$ cat src/rtl/fas_pkg.sv
// Shared types and helpers for the fas_acc accumulator: FSM state encoding,
// per-beat signed-overflow detection and the saturation constants.
package fas_pkg;

    typedef enum logic {ACCUM, HOLD} fas_acc_state_t;

    // Widest accumulator the saturation helper can describe.
    localparam int unsigned FAS_MAX_W = 64;
    localparam logic [FAS_MAX_W-1:0] FAS_ONE = {{(FAS_MAX_W-1){1'b0}}, 1'b1};

    function automatic logic fas_signed_ovf(input logic a_msb, input logic b_msb,
                                            input logic y_msb, input logic sel);
        logic operands_agree;
        operands_agree = sel ? (a_msb != b_msb) : (a_msb == b_msb);
        return operands_agree && (y_msb != a_msb);
    endfunction

    // Low n bits of the result are the n-bit signed max (positive) or min (negative).
    function automatic logic [FAS_MAX_W-1:0] fas_sat_value(input logic positive,
                                                           input int unsigned n);
        logic [FAS_MAX_W-1:0] low_ones;
        low_ones = (FAS_ONE << (n - 1)) - FAS_ONE;
        return positive ? low_ones : ~low_ones;
    endfunction

endpackage

$ cat src/rtl/fasN.sv
// N-bit adder/subtractor: Y = A + B + CI (SEL=0) or A - B - CI (SEL=1), mod 2^N.
// CO is the raw carry out of the adder (for subtract, 1 means no borrow).
module fasN #(
    parameter int unsigned N = 32
) (
    input  logic [N-1:0] A,
    input  logic [N-1:0] B,
    input  logic         SEL,
    input  logic         CI,
    output logic [N-1:0] Y,
    output logic         CO
);

    logic [N:0] sum;

    assign sum = {1'b0, A} + {1'b0, B ^ {N{SEL}}} + {{N{1'b0}}, SEL ^ CI};
    assign Y   = sum[N-1:0];
    assign CO  = sum[N];

endmodule

$ cat src/rtl/fas_acc.sv
// Framed accumulator around fasN with a valid/ready result handshake.
// Optional macro FAS_ACC_SAT_EN clamps the accumulator on signed overflow.
module fas_acc
    import fas_pkg::*;
#(
    parameter int unsigned N     = 32,
    parameter int unsigned CNT_W = 8
) (
    input  logic             CLK,
    input  logic             RST_N,
    input  logic             CLR,
    input  logic             IN_VALID,
    output logic             IN_READY,
    input  logic [N-1:0]     DIN,
    input  logic             SEL,
    input  logic             LAST,
    output logic             OUT_VALID,
    input  logic             OUT_READY,
    output logic [N-1:0]     ACC,
    output logic             OVF,
    output logic             CO,
    output logic [CNT_W-1:0] COUNT
);

    fas_acc_state_t   state_q, state_d;
    logic [N-1:0]     acc_q, acc_d;
    logic             ovf_q, ovf_d;
    logic             co_q, co_d;
    logic [CNT_W-1:0] cnt_q, cnt_d;

    logic [N-1:0] fas_y;
    logic         fas_co;
    logic         ovf_beat;
    logic [N-1:0] acc_next;
    logic         in_ready;

    fasN #(.N(N)) u_fas (
        .A   (acc_q),
        .B   (DIN),
        .SEL (SEL),
        .CI  (1'b0),
        .Y   (fas_y),
        .CO  (fas_co)
    );

    assign ovf_beat = fas_signed_ovf(acc_q[N-1], DIN[N-1], fas_y[N-1], SEL);

`ifdef FAS_ACC_SAT_EN
    logic [FAS_MAX_W-1:0] sat_wide;

    // On overflow the true result always carries the sign of the accumulator.
    always_comb begin
        sat_wide = fas_sat_value(!acc_q[N-1], N);
        acc_next = ovf_beat ? sat_wide[N-1:0] : fas_y;
    end
`else
    assign acc_next = fas_y;
`endif

    always_comb begin
        state_d  = state_q;
        acc_d    = acc_q;
        ovf_d    = ovf_q;
        co_d     = co_q;
        cnt_d    = cnt_q;
        in_ready = 1'b0;
        case (state_q)
            ACCUM: begin
                in_ready = !CLR;
                if (CLR) begin
                    acc_d = '0;
                    ovf_d = 1'b0;
                    co_d  = 1'b0;
                    cnt_d = '0;
                end else if (IN_VALID) begin
                    acc_d = acc_next;
                    ovf_d = ovf_q | ovf_beat;
                    co_d  = fas_co;
                    cnt_d = (cnt_q == '1) ? cnt_q : cnt_q + CNT_W'(1);
                    if (LAST) state_d = HOLD;
                end
            end
            HOLD: begin
                if (OUT_READY) begin
                    acc_d   = '0;
                    ovf_d   = 1'b0;
                    co_d    = 1'b0;
                    cnt_d   = '0;
                    state_d = ACCUM;
                end
            end
            default: state_d = ACCUM;
        endcase
    end

    always_ff @(posedge CLK or negedge RST_N) begin
        if (!RST_N) begin
            state_q <= ACCUM;
            acc_q   <= '0;
            ovf_q   <= 1'b0;
            co_q    <= 1'b0;
            cnt_q   <= '0;
        end else begin
            state_q <= state_d;
            acc_q   <= acc_d;
            ovf_q   <= ovf_d;
            co_q    <= co_d;
            cnt_q   <= cnt_d;
        end
    end

    assign IN_READY  = in_ready;
    assign OUT_VALID = (state_q == HOLD);
    assign ACC       = acc_q;
    assign OVF       = ovf_q;
    assign CO        = co_q;
    assign COUNT     = cnt_q;

endmodule

$ cat config.mk
export PLATFORM = sky130hd
export DESIGN_NAME = fas_acc
export DESIGN_NICKNAME = d
export VERILOG_FILES = /design/src/rtl/fas_pkg.sv /design/src/rtl/fasN.sv /design/src/rtl/fas_acc.sv
export SDC_FILE = /design/constraint.sdc
export NUM_CORES = 1
export LEC_CHECK = 0
export BUFFER_PORTS_ARGS = -buffer_cell sky130_fd_sc_hd__buf_4
export CAP_MARGIN = 0
export CELL_PAD_IN_SITES_DETAIL_PLACEMENT = 0
export CELL_PAD_IN_SITES_GLOBAL_PLACEMENT = 1
export CORE_MARGIN = 5
export CORE_UTILIZATION = 41
export CTS_CLUSTER_SIZE = 25
export DETAILED_ROUTE_END_ITERATION = 7
export PLACE_DENSITY_LB_ADDON = 0.15
export SLEW_MARGIN = 0
export SYNTH_ARGS = -nofsm -noshare
export SYNTH_HDL_FRONTEND = slang
export SYNTH_SLANG_ARGS = --single-unit
$ cat constraint.sdc
create_clock -name CLK -period 3.5 [get_ports CLK]
set_clock_uncertainty 0.05 [all_clocks]
set_input_delay 0.35 -clock CLK [delete_from_list [all_inputs] [get_ports CLK]]
set_output_delay 0.35 -clock CLK [all_outputs]
set_load 0.02 [all_outputs]
# Word level (Yosys, flattened, before mapping)
# Index checks and enable logic that the tools add are counted.
[classes] n_addsub=3 n_mul=0 div=0 n_lt_le_gt_ge=0 n_eq_ne=7 shift=0 mux=23 bitwise_logic=3 reduce_logical=4
[ops] op="two-way mux 32 bit" n=3
[ops] op="case mux 32 bit (2 select lines)" n=1
[ops] op="adder 32 x 32 -> 33 bit" n=1
[ops] op="adder 33 x 1 -> 33 bit" n=1
[ops] op="two-way mux 8 bit" n=4
[ops] op="bitwise XOR 32 bit" n=1
[ops] op="case mux 8 bit (2 select lines)" n=1
[ops] op="two-way mux 1 bit" n=11
[ops] op="adder 8 x 1 -> 8 bit (second input constant)" n=1
[ops] op="== test 8 bit (second input constant)" n=1
[ops] op="inequality test 3 bit (second input constant)" n=2
[ops] op="case mux 1 bit (2 select lines)" n=3
[ops] op="AND reduction 3 bit" n=1
[ops] op="inequality test 1 bit" n=2
[ops] op="inequality test 2 bit (second input constant)" n=1
[ops] op="AND reduction 2 bit" n=1
[ops] op="== test 1 bit" n=1
[ops] op="logical AND 1 bit" n=1
[ops] op="zero test 1 bit" n=1
[ops] op="inverter 1 bit" n=1
[ops] op="bitwise OR 1 bit" n=1
[word_totals] register_bits=43 latch_bits=0 mem_bits_rw=0 romBits=0 in_bits=39 output_inout_bits=44 elab_cells=45 memories=0

# Depth between registers and ports, before layout
[logic_depth] word_depth=9 depth_mapped=13 depth_no_buf=10

# Cells and area by module
# From an unflattened synthesis, not the netlist that was laid out.
[hier_totals] hier_cells=393 hier_area_um2=3676.0
[by_module_without_submodules] mod="fasN" n_inst=1 cells_each=252 area_per_inst_um2=1886.8 seq_area_each_um2=0.0
[by_module_without_submodules] mod="fas_acc" n_inst=1 cells_each=141 area_per_inst_um2=1789.2 seq_area_each_um2=1076.0

# Worst setup path after synthesis
# No wires, ideal clock.
[synth_path] kind="input-to-reg" from="input SEL" to="register acc_q[29], in the netlist ACC[29]" setup_time_ns=0.122 arrival_ns=3.117 required_ns=3.328 slack_ns=0.212 path_stages=12 path_buffers=2 cell_sequence="clkbuf_2 > buf_1 > xor2_1 > ha_1 > and4_1 > a211o_1 > o21ai_1 > a2111oi_1 > or2_1 > and2_1 > a211o_1 > a32o_1"
[synth_via] elab_chain_len=6
[synth_rtl] item="start: declaration" line_no="fas_acc.sv:15" rtl="input logic SEL,"
[synth_rtl] item="bitwise XOR 32 bit" line_no="fasN.sv:16" rtl="assign sum = {1'b0, A} + {1'b0, B ^ {N{SEL}}} + {{N{1'b0}}, SEL ^ CI};"
[synth_rtl] item="adder 32 x 32 -> 33 bit" line_no="fasN.sv:16"
[synth_rtl] item="adder 33 x 1 -> 33 bit *" line_no="fasN.sv:16"
[synth_rtl] item="two-way mux 32 bit *" line_no="fas_acc.sv:75" rtl="end else if (IN_VALID) begin"
[synth_rtl] item="two-way mux 32 bit *" line_no="fas_acc.sv:70" rtl="if (CLR) begin"
[synth_rtl] item="case mux 32 bit (2 select lines) *" line_no="fas_acc.sv:67" rtl="case (state_q)"
[synth_rtl] item="end signal: assignment" line_no="fas_acc.sv:99" rtl="acc_q <= '0;"
[synth_rtl] item="end signal: assignment" line_no="fas_acc.sv:105" rtl="acc_q <= acc_d;"
[synth_rtl] item="end: declaration" line_no="fas_acc.sv:26" rtl="logic [N-1:0] acc_q, acc_d;"
# Mark *: on every way between the ends. The rest lies on a longest branch, timed or not. The select of a mux whose other input is x is not followed.
# A chain may end at the register's enable or synchronous reset.

# Worst setup path after layout
[layout_path] from="register acc_q[0], in the netlist ACC[0]" to="register acc_q[28], in the netlist ACC[28]"
[layout_via] elab_chain_len=5
[layout_rtl] item="adder 32 x 32 -> 33 bit" line_no="fasN.sv:16"
[layout_rtl] item="adder 33 x 1 -> 33 bit" line_no="fasN.sv:16"
[layout_rtl] item="two-way mux 32 bit" line_no="fas_acc.sv:75"
[layout_rtl] item="two-way mux 32 bit" line_no="fas_acc.sv:70"
[layout_rtl] item="case mux 32 bit (2 select lines)" line_no="fas_acc.sv:67"
# Every way passes these cells. The select of a mux whose other input is x is not followed.

==> results.ini <==
[yosys]
yosys_register_bits=43
synth-edff-count=0
synthMuxAreaShare_pct=1.422
synthArstFlopShare_pct=100.0
synth_area_um2=3696
synth_top_area_share_pct=29.11
yosys.cell_count.top_type=nand2_1
synth_compound_area_share_pct=24.78
syn_inst=442
yosysWarningCount=0
yosys_most_used_dff=dfrtp_1
netlist-cell-type-count=58
synthAdderAreaFrac_pct=11.37
ys_seq_area_share_pct=29.11
syn-mean-instance-area_um2=8.362
synthSimpleGateAreaFrac_pct=16.25
synthTopCellsByArea=dfrtp_1 29%, ha_1 11%, xor2_1 10%
synth_xor_area_share_pct=13.74
synth.top_cells.by_count=61 x nand2_1, 44 x xor2_1, 43 x dfrtp_1, 37 x a21oi_1, 35 x o21ai_0
synth_top_area_cell=dfrtp_1
synth.net_count=514
synth_top_family_by_area=compound AO/OA/AOI/OAI gates

[worst_setup_path]
crit_arrival_ps=3220
reg2reg_to=ACC[28]$_DFFE_PN0P_
r2r_start=ACC[0]$_DFFE_PN0P_
reg2reg_setup_slack_ps=420
crit_chain=mux2_2 > fa_1 > a21o_1 > a221o_1 > a32oi_1 > o2111a_1 > o41ai_2 > a21oi_1 > xor2_1 > o21ai_1
critPathRequiredTime_ps=3630
cpLargestDelayFamily=compound AO/OA/AOI/OAI gates
slowest_delay_ps=410
critPathKind=reg2reg
cp_max_fo=4
reg2reg_depth=10
end_kind=flop
critPathLaunchType=flop
critical_path.slowest_cell=dfrtp_1
crit_buf_inv=0

[power]
total_leakage_power_uw=0.002234
powerDensity_nw_per_um2=526.6
ir_drop_uv=218.8

[floorplanning]
row_count=34
coreArea_um2=8763
die_w_um=104.9
start_util_pct=42.18
ios=83
die_y_um=104.9
die-area_um2=11010

[detailed_routing]
wire_per_inst_um=15.82
drtAntennaViolNets=0
vias_per_cell=5.476
drt-total-wl_mm=9.839
drc_errors=0
drt_pass1_iterations=4
drt_iter0_drc=89
vias=3406

[clock_tree]
clockBufferDepth=2
clk_pin_slew_ps=100
cts-root-buf=clkbuf_8
htree_num_levels=2
hold_buffers=0
cts_resized=0
cts_tree=built
cts.sinks=43
worstSkewPairLatency_ps=310
postCtsSetupRepairBufs=0
cts_buffers=5

[min_path]
hold_path_class=in2async

[placement]
place_area_um2=4392
port_buffers=82
gp_congestion=0.8725
hpwlAfterDp_mm=7.588

[run]
maxCapViolations=0

[layout]
final_area_um2=4504
seqCellArea_um2=1076
multi_input_comb_area_um2=2501
layout-drive-gt1-share_pct=19.65
fin_nets=585
syn_to_final_growth_pct=21.87
fillers=862
n_antenna_cell=0

[outcome]
status=complete, but fails checks
failed_checks=hold timing

[timing]
fmax_ghz=0.3245
max_slew_margin_pct=60.43
finalHoldViolCount=17
min_period_ps=3082
grt_setup_unrepaired=no
tightest_slew_ps=593.5
drv_slew=0
setup_viol=0
finalSetupTns_ps=0
period_share_pct=88.05
hold_slack_ps=-17.37

[global_route]
grt_pass1_wl_mm=16.73
antenna_found_initial=0
first_global_vias=3412
grt_max_degree=44
grt_usage_pct=17.92
globalRouteOverflowTotal=0

per-stage QoR:
step,power (uW),instances,util [%],worst slack [ps]
after floorplan,1574,442,-,211.9
after global placement,1968,614,50.11,227.3
after detailed placement,1967,614,50.11,138.9
after CTS,2393,622,51.40,415.1
after global routing,2570,622,51.40,163.3
final,2372,622,51.40,418.4
sequential cells by signal, indices dropped and copies added, names as in the netlist:
register   cells
CO             1
OUT_VALID      1
ACC           32
OVF            1
COUNT          8
how the worst max path moves through the flow:
stage                     slack, ps               start             endpoint  depth (start not counted)
final                           420  ACC[0]$_DFFE_PN0P_  ACC[28]$_DFFE_PN0P_                         10
after global routing            160                 SEL  ACC[29]$_DFFE_PN0P_                         11
after CTS                       420  ACC[0]$_DFFE_PN0P_  ACC[28]$_DFFE_PN0P_                         10
after detailed placement        140                 SEL  ACC[29]$_DFFE_PN0P_                         11
after global placement          230                 SEL  ACC[29]$_DFFE_PN0P_                         11
after floorplan                 210                 SEL  ACC[29]$_DFFE_PN0P_                         12
cells by family (layout without fill, tap and decap cells):
group / after synthesis / after routing
AOI/OAI and AO/OA: 144 / 144
and+or+nand+nor: 127 / 127
xor gates and xnor gates: 58 / 58
DFF: 43 / 43
adders and majority gates: 33 / 33
buffers and inverters: 32 / 104
muxes: 5 / 5
power breakdown:
group / internal, uW / leakage [uW] / switching, uW
Sequential: 580 / 0.000578 / 79.0
Combinational: 543 / 0.00160 / 757
Clock: 213 / 0.0000581 / 200
Total: 1340 / 0.00223 / 1040
area by class of cell:
type                            instances  area share (%)
Clock buffer                            5           1.528
Clock inverter                          3          0.9722
Inverter                               11          0.9167
Multi-Input combinational cell        367           55.53
Sequential cell                        43           23.89
Tap cell                              108           3.000
Timing Repair Buffer                   85           14.17
cell usage in the layout (no fill, tap or decap), types with 14 or more instances in the layout:
master,synthesis,routed
a21oi_1,37,37
o21ai_0,35,35
nor2_1,14,14
o21ai_1,14,14
ha_1,32,32
xnor2_1,14,14
dfrtp_1,43,43
nand2_1,61,61
a21o_1,18,18
buf_4,0,85
xor2_1,44,44
worst reg2reg max path: cells and delay by family, from the launching register on:
family	cells	cell delay (ps)
compound gates	7	1610
fa+ha+maj	1	410
xor+xnor	1	160
flops	1	410
mux	1	310
layer usage:
metal	vias up	wire length (um)	track usage, %
met5	-	0	0
met4	0	99	3.653
met3	7	397	3.206
met2	67	4432	28.64
met1	1592	4909	25.47
li1	1740	-	-
(Power assumes the default switching activity.)
